$ cat src/rtl/mcs_spi_loader.sv
// Per-card MCS image SPI engine: one 16-bit buffer word per SPI frame, in program or readback mode.
// Define MCS_SPI_CRC_EN to build the CRC-16/CCITT of transferred words; otherwise crc reads 16'h0000.
module mcs_spi_loader #(
  parameter int unsigned CLK_DIV   = 2,
  parameter logic [15:0] LAST_ADDR = 16'h0FFE,
  parameter logic [15:0] DONE_ADDR = 16'h0FFC
) (
  input  logic        clk_25m,
  input  logic        rst_n,
  input  logic [15:0] p2040_instruction,
  output logic [10:0] buf_rd_addr,
  input  logic [15:0] buf_rd_data,
  output logic        rb_wr_en,
  output logic [15:0] rb_wr_data,
  output logic        spi_cs_n,
  output logic        spi_sclk,
  output logic        spi_mosi,
  input  logic        spi_miso,
  output logic [15:0] mcs_spi_addr,
  output logic [15:0] mcs_spi_addr_r0,
  output logic        busy,
  output logic [15:0] crc
);

  localparam int unsigned DIV_W = (CLK_DIV < 2) ? 1 : $clog2(CLK_DIV);
  localparam logic [DIV_W-1:0] DIV_LOAD = DIV_W'(CLK_DIV - 1);

  // state  | meaning
  // IDLE   | waiting for a rising edge of cmd_ok
  // FETCH  | buffer address presented, word latched at end of cycle
  // SHIFT  | cs_n low, 32 sclk phases (16 bits) of CLK_DIV cycles each
  // GAP    | cs_n high for CLK_DIV cycles, then step address or finish
  // DONE   | done signature held until cmd_ok drops
  typedef enum logic [2:0] {
    S_IDLE,
    S_FETCH,
    S_SHIFT,
    S_GAP,
    S_DONE
  } state_t;

  state_t           state_q, state_d;
  logic             cmd_ok;
  logic             cmd_ok_q, cmd_ok_d;
  logic             abort;
  logic             mode_rb_q, mode_rb_d;
  logic [15:0]      addr_q, addr_d;
  logic [15:0]      addr_r0_q, addr_r0_d;
  logic [15:0]      tx_q, tx_d;
  logic [15:0]      rx_q, rx_d;
  logic [DIV_W-1:0] div_q, div_d;
  logic [4:0]       phase_q, phase_d;
  logic             cs_n_q, cs_n_d;
  logic             sclk_q, sclk_d;
  logic             mosi_q, mosi_d;
  logic             rb_wr_en_q, rb_wr_en_d;
  logic [15:0]      rb_wr_data_q, rb_wr_data_d;

`ifdef MCS_SPI_CRC_EN
  logic [15:0] word_q, word_d;
  logic [15:0] crc_q, crc_d;

  function automatic logic [15:0] crc16_step(input logic [15:0] c, input logic [15:0] w);
    logic [15:0] r;
    r = c;
    for (int i = 15; i >= 0; i--) begin
      r = (r[15] ^ w[i]) ? ((r << 1) ^ 16'h1021) : (r << 1);
    end
    return r;
  endfunction
`endif

  assign cmd_ok = (p2040_instruction == 16'h000F) || (p2040_instruction == 16'h00AA);
  assign busy   = (state_q == S_FETCH) || (state_q == S_SHIFT) || (state_q == S_GAP);
  assign abort  = busy && !cmd_ok;

  always_comb begin
    state_d      = state_q;
    cmd_ok_d     = cmd_ok;
    mode_rb_d    = mode_rb_q;
    addr_d       = addr_q;
    addr_r0_d    = addr_r0_q;
    tx_d         = tx_q;
    rx_d         = rx_q;
    div_d        = div_q;
    phase_d      = phase_q;
    cs_n_d       = cs_n_q;
    sclk_d       = sclk_q;
    mosi_d       = mosi_q;
    rb_wr_en_d   = 1'b0;
    rb_wr_data_d = rb_wr_data_q;
`ifdef MCS_SPI_CRC_EN
    word_d       = word_q;
    crc_d        = crc_q;
`endif

    if (abort) begin
      // Partial frame is dropped; no readback strobe survives an abort.
      state_d   = S_IDLE;
      cs_n_d    = 1'b1;
      sclk_d    = 1'b0;
      mosi_d    = 1'b0;
      addr_d    = '0;
      addr_r0_d = '0;
    end else begin
      case (state_q)
        S_IDLE: begin
          if (cmd_ok && !cmd_ok_q) begin
            state_d   = S_FETCH;
            mode_rb_d = (p2040_instruction == 16'h00AA);
            addr_d    = '0;
            addr_r0_d = '0;
`ifdef MCS_SPI_CRC_EN
            crc_d     = 16'hFFFF;
`endif
          end
        end

        S_FETCH: begin
          tx_d    = buf_rd_data;
          mosi_d  = mode_rb_q ? 1'b0 : buf_rd_data[15];
          cs_n_d  = 1'b0;
          sclk_d  = 1'b0;
          div_d   = DIV_LOAD;
          phase_d = 5'd31;
          state_d = S_SHIFT;
`ifdef MCS_SPI_CRC_EN
          word_d  = buf_rd_data;
`endif
        end

        S_SHIFT: begin
          if (div_q != '0) begin
            div_d = div_q - DIV_W'(1);
          end else begin
            div_d = DIV_LOAD;
            if (phase_q == 5'd0) begin
              sclk_d  = 1'b0;
              cs_n_d  = 1'b1;
              mosi_d  = 1'b0;
              state_d = S_GAP;
`ifdef MCS_SPI_CRC_EN
              crc_d   = crc16_step(crc_q, mode_rb_q ? rx_q : word_q);
`endif
            end else begin
              phase_d = phase_q - 5'd1;
              if (!sclk_q) begin
                sclk_d = 1'b1;
                rx_d   = {rx_q[14:0], spi_miso};
                if (mode_rb_q && (phase_q == 5'd1)) begin
                  rb_wr_en_d   = 1'b1;
                  rb_wr_data_d = {rx_q[14:0], spi_miso};
                end
              end else begin
                sclk_d = 1'b0;
                tx_d   = {tx_q[14:0], 1'b0};
                mosi_d = mode_rb_q ? 1'b0 : tx_q[14];
              end
            end
          end
        end

        S_GAP: begin
          if (div_q != '0) begin
            div_d = div_q - DIV_W'(1);
          end else begin
            addr_r0_d = addr_q;
            if (addr_q == LAST_ADDR) begin
              addr_d  = DONE_ADDR;
              state_d = S_DONE;
            end else begin
              addr_d  = addr_q + 16'd2;
              state_d = S_FETCH;
            end
          end
        end

        S_DONE: begin
          if (!cmd_ok) begin
            addr_d    = '0;
            addr_r0_d = '0;
            state_d   = S_IDLE;
          end
        end

        default: state_d = S_IDLE;
      endcase
    end
  end

  always_ff @(posedge clk_25m or negedge rst_n) begin
    if (!rst_n) begin
      state_q      <= S_IDLE;
      cmd_ok_q     <= 1'b0;
      mode_rb_q    <= 1'b0;
      addr_q       <= '0;
      addr_r0_q    <= '0;
      tx_q         <= '0;
      rx_q         <= '0;
      div_q        <= '0;
      phase_q      <= '0;
      cs_n_q       <= 1'b1;
      sclk_q       <= 1'b0;
      mosi_q       <= 1'b0;
      rb_wr_en_q   <= 1'b0;
      rb_wr_data_q <= '0;
`ifdef MCS_SPI_CRC_EN
      word_q       <= '0;
      crc_q        <= '0;
`endif
    end else begin
      state_q      <= state_d;
      cmd_ok_q     <= cmd_ok_d;
      mode_rb_q    <= mode_rb_d;
      addr_q       <= addr_d;
      addr_r0_q    <= addr_r0_d;
      tx_q         <= tx_d;
      rx_q         <= rx_d;
      div_q        <= div_d;
      phase_q      <= phase_d;
      cs_n_q       <= cs_n_d;
      sclk_q       <= sclk_d;
      mosi_q       <= mosi_d;
      rb_wr_en_q   <= rb_wr_en_d;
      rb_wr_data_q <= rb_wr_data_d;
`ifdef MCS_SPI_CRC_EN
      word_q       <= word_d;
      crc_q        <= crc_d;
`endif
    end
  end

  assign buf_rd_addr     = addr_q[11:1];
  assign mcs_spi_addr    = addr_q;
  assign mcs_spi_addr_r0 = addr_r0_q;
  assign spi_cs_n        = cs_n_q;
  assign spi_sclk        = sclk_q;
  assign spi_mosi        = mosi_q;
  assign rb_wr_en        = rb_wr_en_q;
  assign rb_wr_data      = rb_wr_data_q;
`ifdef MCS_SPI_CRC_EN
  assign crc             = crc_q;
`else
  assign crc             = 16'h0000;
`endif

endmodule

$ cat config.mk
export PLATFORM = sky130hd
export DESIGN_NAME = mcs_spi_loader
export DESIGN_NICKNAME = d
export VERILOG_FILES = /design/src/rtl/mcs_spi_loader.sv
export SDC_FILE = /design/constraint.sdc
export NUM_CORES = 1
export LEC_CHECK = 0
export BUFFER_PORTS_ARGS = -buffer_cell sky130_fd_sc_hd__buf_4
export CAP_MARGIN = 20
export CORE_ASPECT_RATIO = 1.5
export CORE_UTILIZATION = 58
export CTS_CLUSTER_DIAMETER = 30
export DETAILED_ROUTE_END_ITERATION = 10
export HOLD_SLACK_MARGIN = 0.06
export PLACE_DENSITY = 0.86
export SKIP_CTS_REPAIR_TIMING = 1
export SYNTH_ARGS = -nofsm -noshare
export SYNTH_HDL_FRONTEND = slang
export SYNTH_SLANG_ARGS = --single-unit
$ cat constraint.sdc
create_clock -name clk_25m -period 3.2 [get_ports clk_25m]
set_input_delay 0.96 -clock clk_25m [delete_from_list [all_inputs] [get_ports clk_25m]]
set_output_delay 0.96 -clock clk_25m [all_outputs]
set_load 0.05 [all_outputs]
Yosys cells after proc, flatten, opt, wreduce, memory -nomap -nowiden
Cells that the tools add are included.
{"block": "word_totals", "register_bits": 93, "inputBits": 35, "output_inout_bits": 80, "word_cells": 112}
{"block": "op_classes", "n_addsub": 3, "eq_ne": 17, "muxes": 49, "bitwise_logic": 4, "n_reduce_logical": 25}
{"operator": "$mux W16", "n": 7}
{"operator": "$pmux W16 S3", "n": 2}
{"operator": "$mux W15", "n": 3}
{"operator": "$pmux W15 S2", "n": 1}
{"operator": "$mux W1", "n": 21}
{"operator": "$mux W3", "n": 7}
{"operator": "$add A16 B2 Y16 const B", "n": 1}
{"operator": "$eq A16 B12 Y1 const B", "n": 1}
{"operator": "$eq A16 B4 Y1 const B", "n": 1}
{"operator": "$eq A16 B8 Y1 const B", "n": 1}
{"operator": "$pmux W3 S5", "n": 1}
{"operator": "$reduce_and A5 Y1", "n": 3}
{"operator": "$ne A3 B3 Y1 const B", "n": 4}
{"operator": "$mux W5", "n": 2}
{"operator": "$pmux W5 S2", "n": 1}
{"operator": "$reduce_and A3 Y1", "n": 3}
{"operator": "$reduce_and A4 Y1", "n": 2}
{"operator": "$eq A3 B2 Y1 const B", "n": 2}
{"operator": "$ne A2 B2 Y1 const B", "n": 3}
{"operator": "$pmux W1 S2", "n": 3}
{"operator": "$reduce_and A6 Y1", "n": 1}
{"operator": "$reduce_bool A3 Y1", "n": 2}
{"operator": "$eq A5 B1 Y1 const B", "n": 1}
{"operator": "$logic_not A5 Y1", "n": 1}
{"operator": "15 further kinds", "n": 24}

Longest topological paths before layout
Gate-level depths: netlist of the first run.
{"block": "depth", "ltp_word": 8, "mapped_depth": 8, "ltp_nobuf": 7}

Worst setup path after synthesis of the first run
OpenSTA, ideal clock, no wires.
{"block": "synth_timing", "path_type": "in2reg", "startpoint": "in p2040_instruction[2]", "endpoint": "reg tx_q[10]", "setup_time_ns": 0.125, "t_arrival_ns": 2.592, "required_time_ns": 3.075, "slack_ns": 0.483, "path_stages": 7, "path_buffers": 2, "path_cell_list": "and4bb_2 -> o2111ai_2 -> or2_2 -> buf_2 -> nor2_2 -> buf_4 -> mux2_2"}
{"block": "synth_between", "elab_chain_len": 6, "word_cells_on_any_way": 7, "cone_classes": "eq/ne (2); bitwise (1); reduce/logical (4)"}
{"item": "start: declaration", "line_no": "10", "rtl": "input logic [15:0] p2040_instruction,"}
{"item": "$eq A16 B4 Y1 or $eq A16 B8 Y1 (tied branches)", "line_no": "73", "rtl": "assign cmd_ok = (p2040_instruction == 16'h000F) || (p2040_instruction == 16'h00AA);"}
{"item": "$logic_or A1 B1 Y1 (*)", "line_no": "73"}
{"item": "$logic_not A1 Y1 (*)"}
{"item": "$logic_and A1 B1 Y1 (*)", "line_no": "75", "rtl": "assign abort = busy && !cmd_ok;"}
{"item": "$not A1 Y1 (no source line) (*)"}
{"item": "$reduce_and A5 Y1 (no source line) (*)"}
{"item": "end signal: assignment", "line_no": "217", "rtl": "tx_q <= tx_d;"}
{"item": "end: declaration", "line_no": "49", "rtl": "logic [15:0] tx_q, tx_d;"}
Mark *: on every way between the ends. The rest lies on a longest branch, timed or not.
A chain may end at the register's enable or synchronous reset.

Final worst setup path of the first run
{"block": "layout_timing", "startpoint": "reg state_q[1]", "endpoint": "out busy"}
{"block": "layout_between", "elab_chain_len": 3, "word_cells_on_any_way": 5, "cone_classes": "eq/ne (3); reduce/logical (2)"}
{"item": "start: declaration", "line_no": "42", "rtl": "state_t state_q, state_d;"}
{"item": "start signal: assignment", "line_no": "212", "rtl": "state_q <= state_d;"}
{"item": "$eq A3 B1 Y1 or $eq A3 B2 Y1 (tied branches)", "line_no": "74", "rtl": "assign busy = (state_q == S_FETCH) || (state_q == S_SHIFT) || (state_q == S_GAP);"}
{"item": "$logic_or A1 B1 Y1", "line_no": "74"}
{"item": "$logic_or A1 B1 Y1 (*)", "line_no": "74"}
{"item": "end: declaration", "line_no": "21", "rtl": "output logic busy,"}
Marks and branches as above.

==> impl_metrics.env, run 1 <==
export IMPL_status="finished clean"
export IMPL_final_common_cell="buf_4"
export IMPL_n_antenna_cell=0
export IMPL_multi_input_area_um2=2120
export IMPL_synth_area_leaders="dfrtp_1, mux2_2, buf_4"
export IMPL_startpoint_type="flop"
export IMPL_setup_tns_ns=0
export IMPL_dieArea_um2=8460
export IMPL_avgSynthCellArea_um2=11.7
export IMPL_fin_skew_ns=0.00735
export IMPL_grt_usage_pct=25.3
export IMPL_reg2reg_slack_ns=0.72
export IMPL_final_cell_mix="buf_4, dfrtp_1, mux2_2"
export IMPL_rr_endpoint="rx_q[4]$_DFFE_PN0P_"
export IMPL_die_h_um=112
export IMPL_wl_mm=9.87
export IMPL_rsz0062_at_grt="no"
export IMPL_vias=3450
export IMPL_clk_latency_ns=0.35
export IMPL_path_max_fanout=20
export IMPL_routabilityCongestion=0.869
export IMPL_antenna_found_initial=0
export IMPL_fin_crit_sh_pct=83.1
export IMPL_dr_pass1_iters=4
export IMPL_grt_max_degree=50
export IMPL_worstMarginPinSlew_ns=0.691
export IMPL_vdd_ir_drop_worst_uv=383
export IMPL_port_buffers=97
export IMPL_synth_seq_cells=92
export IMPL_clk_pin_slew_ns=0.07
export IMPL_grt_pass1_vias=3523
export IMPL_overflow=0
export IMPL_die_w_um=75.4
export IMPL_max_cap_viol_count=0
export IMPL_crit_required_ns=2.24
export IMPL_coreArea_um2=7710
export IMPL_synth_area_um2=4690
export IMPL_cts_buffers=9
export IMPL_cts_htree_levels=3
export IMPL_rows=39
export IMPL_vias_per_cell=5.84
export IMPL_whs_path_depth=1
export IMPL_yosys_cell_types_count=54
export IMPL_syn_inst=400
export IMPL_num_io_pins=115
export IMPL_syn2layout_area_growth_pct=21.7
export IMPL_layout_nets=523
export IMPL_drt_iter0_markers=213
export IMPL_slew_viol_final=0
export IMPL_synth_edff_count=0
export IMPL_cts_sinks=92
export IMPL_clk_path_buf_depth=2
export IMPL_finalHoldViolCount=0
export IMPL_r2r_start="phase_q[0]$_DFFE_PN0P_"
export IMPL_setup_viol=0
export IMPL_end_kind="output port"
export IMPL_min_from="mcs_spi_addr_r0[0]$_DFFE_PN0P_"
export IMPL_seqCellArea_um2=2300
export IMPL_fin_util_pct=74.1
export IMPL_start_util_pct=60.9
export IMPL_drive_gt1_share_pct=42.3
export IMPL_slew_headroom_pct=53.5
export IMPL_synth_top_area_share_pct=48.5
export IMPL_drc=0
export IMPL_holdPathEnd="mcs_spi_addr_r0[0]$_DFFE_PN0P_"
export IMPL_grt_pass1_wl_mm=16.4
export IMPL_async_flop_share_pct=100
export IMPL_dp_hpwl_mm=7.05
export IMPL_hp_class="flop to flop"
export IMPL_worst_setup_path_type="flop to output port"
export IMPL_yosysSeqAreaShare_pct=49.1
export IMPL_antenna_left=0
export IMPL_synth_ff_type="dfrtp_1"
export IMPL_power_density_nw_per_um2=428
export IMPL_arrival_ns=1.70
export IMPL_n_fill_cell=512
export IMPL_synth_warnings=0
export IMPL_yosysTopAreaCell="dfrtp_1"
export IMPL_reg2reg_depth=7
export IMPL_fin_crit_ns=2.66
export IMPL_cts_root_buf="clkbuf_16"
export IMPL_power_leakage_nw=2.89
export IMPL_wl_per_cell_um=16.7
export IMPL_max_freq_mhz=376
export IMPL_cts_tree="yes"
-- registers in the layout, indices dropped and copies added, names as in the netlist --
register and cells:
mcs_spi_addr_r0 16, mcs_spi_addr 15, spi_mosi 1, spi_cs_n 1, spi_sclk 1, rb_wr_data 16
state_q 3, rb_wr_en 1, mode_rb_q 1, rx_q 15, div_q 1, tx_q 15
cmd_ok_q 1, phase_q 5
-- how the worst max path moves through the flow --
stage                                start                          to  slack [ns]  cells after the start
floorplan             p2040_instruction[2]        tx_q[10]$_DFFE_PN0P_        0.48                      7
detailed placement   p2040_instruction[10]  rb_wr_data[12]$_DFFE_PN0P_        0.28                      7
finish              state_q[1]$_DFFE_PN0P_                        busy        0.54                      3
global route        state_q[0]$_DFFE_PN0P_                        busy        0.44                      3
CTS                 state_q[0]$_DFFE_PN0P_                        busy        0.58                      3
global placement     p2040_instruction[10]         rx_q[9]$_DFFE_PN0P_        0.34                      7
-- cell families (layout without fill, tap and decap cells) --
family / Yosys count / count (layout) / share of synthesized area, %
buffers and inverters: 53 / 126 / 7.22
flip-flops: 92 / 92 / 49.1
multiplexers: 60 / 60 / 15.2
adder cells (fa/ha/maj): 4 / 4 / 1.07
other: 1 / 17 / 0.0799
AO/OA/AOI/OAI: 80 / 80 / 12.4
XOR/XNOR: 1 / 1 / 0.187
AND/OR/NAND/NOR: 109 / 109 / 14.7
-- worst max-delay path: stages (launching register included) --
cell and delay (ns):
dfrtp_1 0.71, nor2_1 0.19, nor2_1 0.21, buf_4 0.24
-- cells in the mapped netlist, types with 2 or more instances --
cell,n
a211o_1,4
a211oi_1,2
a21o_1,11
a21oi_1,7
a22o_1,18
a31oi_1,11
and2_1,4
and3_1,3
and4bb_2,3
buf_2,7
buf_4,29
buf_6,3
clkbuf_1,10
dfrtp_1,91
ha_1,4
inv_1,3
mux2_2,50
mux2_4,10
nand2_1,17
nand2b_1,10
nand3_1,13
nand3b_1,3
nand4_1,4
nor2_1,12
nor2b_1,5
nor3_1,3
nor3b_1,2
nor4_1,6
nor4_4,3
o21ai_0,14
o22a_1,3
o31ai_1,2
or2_2,8
or3_1,3
or4b_2,3
-- area by class of cell --
cell class              instances  share of cell area [%]
clock buffers                   9                    3.94
clock inverters                 7                    1.75
inverters                       3                   0.197
multi-input cells             271                    37.0
flip-flops and latches         92                    40.3
well taps                     102                    2.23
repair buffers                107                    14.5
-- stage by stage --
step	area [um2]	instances	total power, W	hold WS, ns	worst slack (ns)
after floorplan	4750	416	0.00127	0.462	0.483
after global placement	5390	575	0.00131	0.483	0.338
after detailed placement	5390	575	0.00132	0.477	0.276
after CTS	5710	591	0.00246	0.498	0.580
after global routing	5710	591	0.00250	0.520	0.438
final	5710	591	0.00244	0.502	0.540
-- where the power goes --
part	switching (W)	leakage [nW]	internal [W]	total [W]
Combinational	0.0000847	1.47	0.0000418	0.000126
Sequential	0.00000122	1.27	0.00116	0.00117
Clock	0.000463	0.148	0.000688	0.00115
Total	0.000549	2.89	0.00189	0.00244
-- metal layers --
metal | global-route usage, % | vias up | wire [um]
met5 | 0 | - | 0
met4 | 13.0 | 0 | 364
met3 | 5.66 | 33 | 451
met2 | 42.7 | 128 | 5410
met1 | 29.3 | 1700 | 3640
li1 | - | 1589 | -
No activity file was read; power rests on OpenSTA's default activity.
==> run 2, diff against run 1 <==
--- a/config.mk
+++ b/config.mk
@@ -8,11 +8,11 @@
 export BUFFER_PORTS_ARGS = -buffer_cell sky130_fd_sc_hd__buf_4
 export CAP_MARGIN = 20
 export CORE_ASPECT_RATIO = 1.5
-export CORE_UTILIZATION = 58
+export CORE_UTILIZATION = 48
 export CTS_CLUSTER_DIAMETER = 30
 export DETAILED_ROUTE_END_ITERATION = 10
 export HOLD_SLACK_MARGIN = 0.06
-export PLACE_DENSITY = 0.86
+export PLACE_DENSITY = 0.76
 export SKIP_CTS_REPAIR_TIMING = 1
 export SYNTH_ARGS = -nofsm -noshare
 export SYNTH_HDL_FRONTEND = slang
==> constraint.sdc (replaced) <==
create_clock -name clk_25m -period 2.4 [get_ports clk_25m]
set_input_delay 0.72 -clock clk_25m [delete_from_list [all_inputs] [get_ports clk_25m]]
set_output_delay 0.72 -clock clk_25m [all_outputs]
set_load 0.05 [all_outputs]
==> impl_metrics.env, run 2 (same netlist as run 1, synthesis figures left out) <==
export IMPL_cts_buffers=9
export IMPL_grt_pass1_wl_mm=15.8
export IMPL_drc=0
export IMPL_port_buffers=97
export IMPL_reg2reg_slack_ns=0.13
export IMPL_fin_util_pct=63.1
export IMPL_max_freq_mhz=441
export IMPL_status="finished clean"
export IMPL_max_cap_viol_count=0
export IMPL_setup_tns_ns=0
export IMPL_dieArea_um2=10200
export IMPL_cts_sinks=92
export IMPL_routed_top_layer="met4"
export IMPL_vias_per_cell=5.64
export IMPL_die_w_um=82.7
export IMPL_cpPeakStageDelay_ns=0.66
export IMPL_rsz0062_at_grt="no"
export IMPL_overflow=0
export IMPL_wl_met3_um=419
export IMPL_clk_pin_slew_ns=0.06
export IMPL_grt_max_degree=37
export IMPL_dr_wl_met2_mm=5.18
export IMPL_final_cell_area_um2=5910
export IMPL_coreArea_um2=9360
export IMPL_fin_crit_sh_pct=94.5
export IMPL_grt_pass1_vias=3323
export IMPL_cts_root_buf="clkbuf_16"
export IMPL_critPathTopFamily="simple AND/OR/NAND/NOR gates"
export IMPL_power_density_nw_per_um2=538
export IMPL_fin_skew_ns=0.00712
export IMPL_n_fill_cell=752
export IMPL_die_h_um=123
export IMPL_r2r_start="phase_q[0]$_DFFE_PN0P_"
export IMPL_antenna_found_initial=0
export IMPL_num_io_pins=115
export IMPL_vias=3476
export IMPL_clk_latency_ns=0.34
export IMPL_worst_setup_path_type="flop to flop"
export IMPL_layout_nets=538
export IMPL_final_cell_mix="buf_4, dfrtp_1, mux2_2"
export IMPL_path_max_fanout=15
export IMPL_reg2reg_depth=7
export IMPL_slew_viol_final=0
export IMPL_wl_mm=9.76
export IMPL_grt_usage_pct=20.3
export IMPL_rows=43
export IMPL_layout_cells_non_filler=616
export IMPL_dp_cells=600
export IMPL_setup_viol=0
export IMPL_dp_hpwl_mm=6.94
export IMPL_antenna_left=0
export IMPL_vdd_ir_drop_worst_uv=423
export IMPL_hp_class="input pin to async pin"
export IMPL_place_area_um2=5580
export IMPL_drt_iter0_markers=160
export IMPL_arrival_ns=2.49
export IMPL_crit_path_top_delay_cell="or4b_2"
export IMPL_fin_crit_ns=2.27
export IMPL_dr_pass1_iters=4
export IMPL_finalHoldViolCount=0
export IMPL_crit_buf_inv=2
export IMPL_wl_met1_mm=4.02
export IMPL_start_util_pct=50.1
export IMPL_drive_gt1_share_pct=44.4
export IMPL_startpoint_type="flop"
export IMPL_routabilityCongestion=0.844
export IMPL_whs_ns=0.337
export IMPL_cts_htree_levels=3
export IMPL_crit_chain="inv_1, ha_1, or4b_2, nand2b_4, or3_1, buf_12, mux2_2"
export IMPL_power_leakage_nw=2.99
export IMPL_crit_required_ns=2.62
export IMPL_wl_per_cell_um=15.8
export IMPL_cts_tree="yes"
export IMPL_n_antenna_cell=0
export IMPL_syn2layout_area_growth_pct=25.9
export IMPL_clk_path_buf_depth=2
export IMPL_end_kind="flop"
export IMPL_rr_endpoint="rx_q[1]$_DFFE_PN0P_"
export IMPL_final_common_cell="buf_4"
[run 2: area by class of cell]
class | instances | area (um2) | share of cell area [%]
Inverter | 3 | 11.3 | 0.191
Multi-Input combinational cell | 271 | 2140 | 36.2
Clock inverter | 4 | 55.1 | 0.932
Sequential cell | 92 | 2300 | 39.0
Timing Repair Buffer | 122 | 1000 | 17.0
Tap cell | 112 | 140 | 2.37
Clock buffer | 12 | 256 | 4.34
[run 2: routing by layer]
metal	track usage, %	vias up
met4	8.94	0
met3	3.62	8
met5	0	-
met1	24.9	1745
li1	-	1620
met2	34.3	103
[run 2: worst max path at each step]
| stage | start | endpoint | slack (ns) | depth (start not counted) |
|---|---|---|---|---|
| after floorplan | p2040_instruction[15] | rb_wr_data[10]$_DFFE_PN0P_ | -0.01 | 6 |
| after global placement | p2040_instruction[15] | tx_q[11]$_DFFE_PN0P_ | -0.17 | 8 |
| after detailed placement | p2040_instruction[15] | tx_q[10]$_DFFE_PN0P_ | -0.23 | 8 |
| after CTS | phase_q[0]$_DFFE_PN0P_ | rx_q[3]$_DFFE_PN0P_ | 0.1 | 7 |
| after global routing | p2040_instruction[15] | mcs_spi_addr[15]$_DFFE_PN0P_ | 0.03 | 8 |
| final | phase_q[0]$_DFFE_PN0P_ | rx_q[1]$_DFFE_PN0P_ | 0.13 | 7 |
[run 2: metrics by stage]
step / power (W) / setup WS [ns]
2_1_floorplan: 0.00169 / -0.0112
3_3_place_gp: 0.00175 / -0.171
3_5_place_dp: 0.00176 / -0.225
4_1_cts: 0.00323 / 0.0982
5_1_grt: 0.00329 / 0.0288
6_report: 0.00318 / 0.131
[run 2: report_power, final]
group | internal [W] | switching (W) | leakage [nW] | total [W]
Sequential | 0.00155 | 0.00000169 | 1.27 | 0.00155
Combinational | 0.0000577 | 0.000113 | 1.57 | 0.000170
Clock | 0.000870 | 0.000586 | 0.149 | 0.00146
Total | 0.00248 | 0.000700 | 2.99 | 0.00318
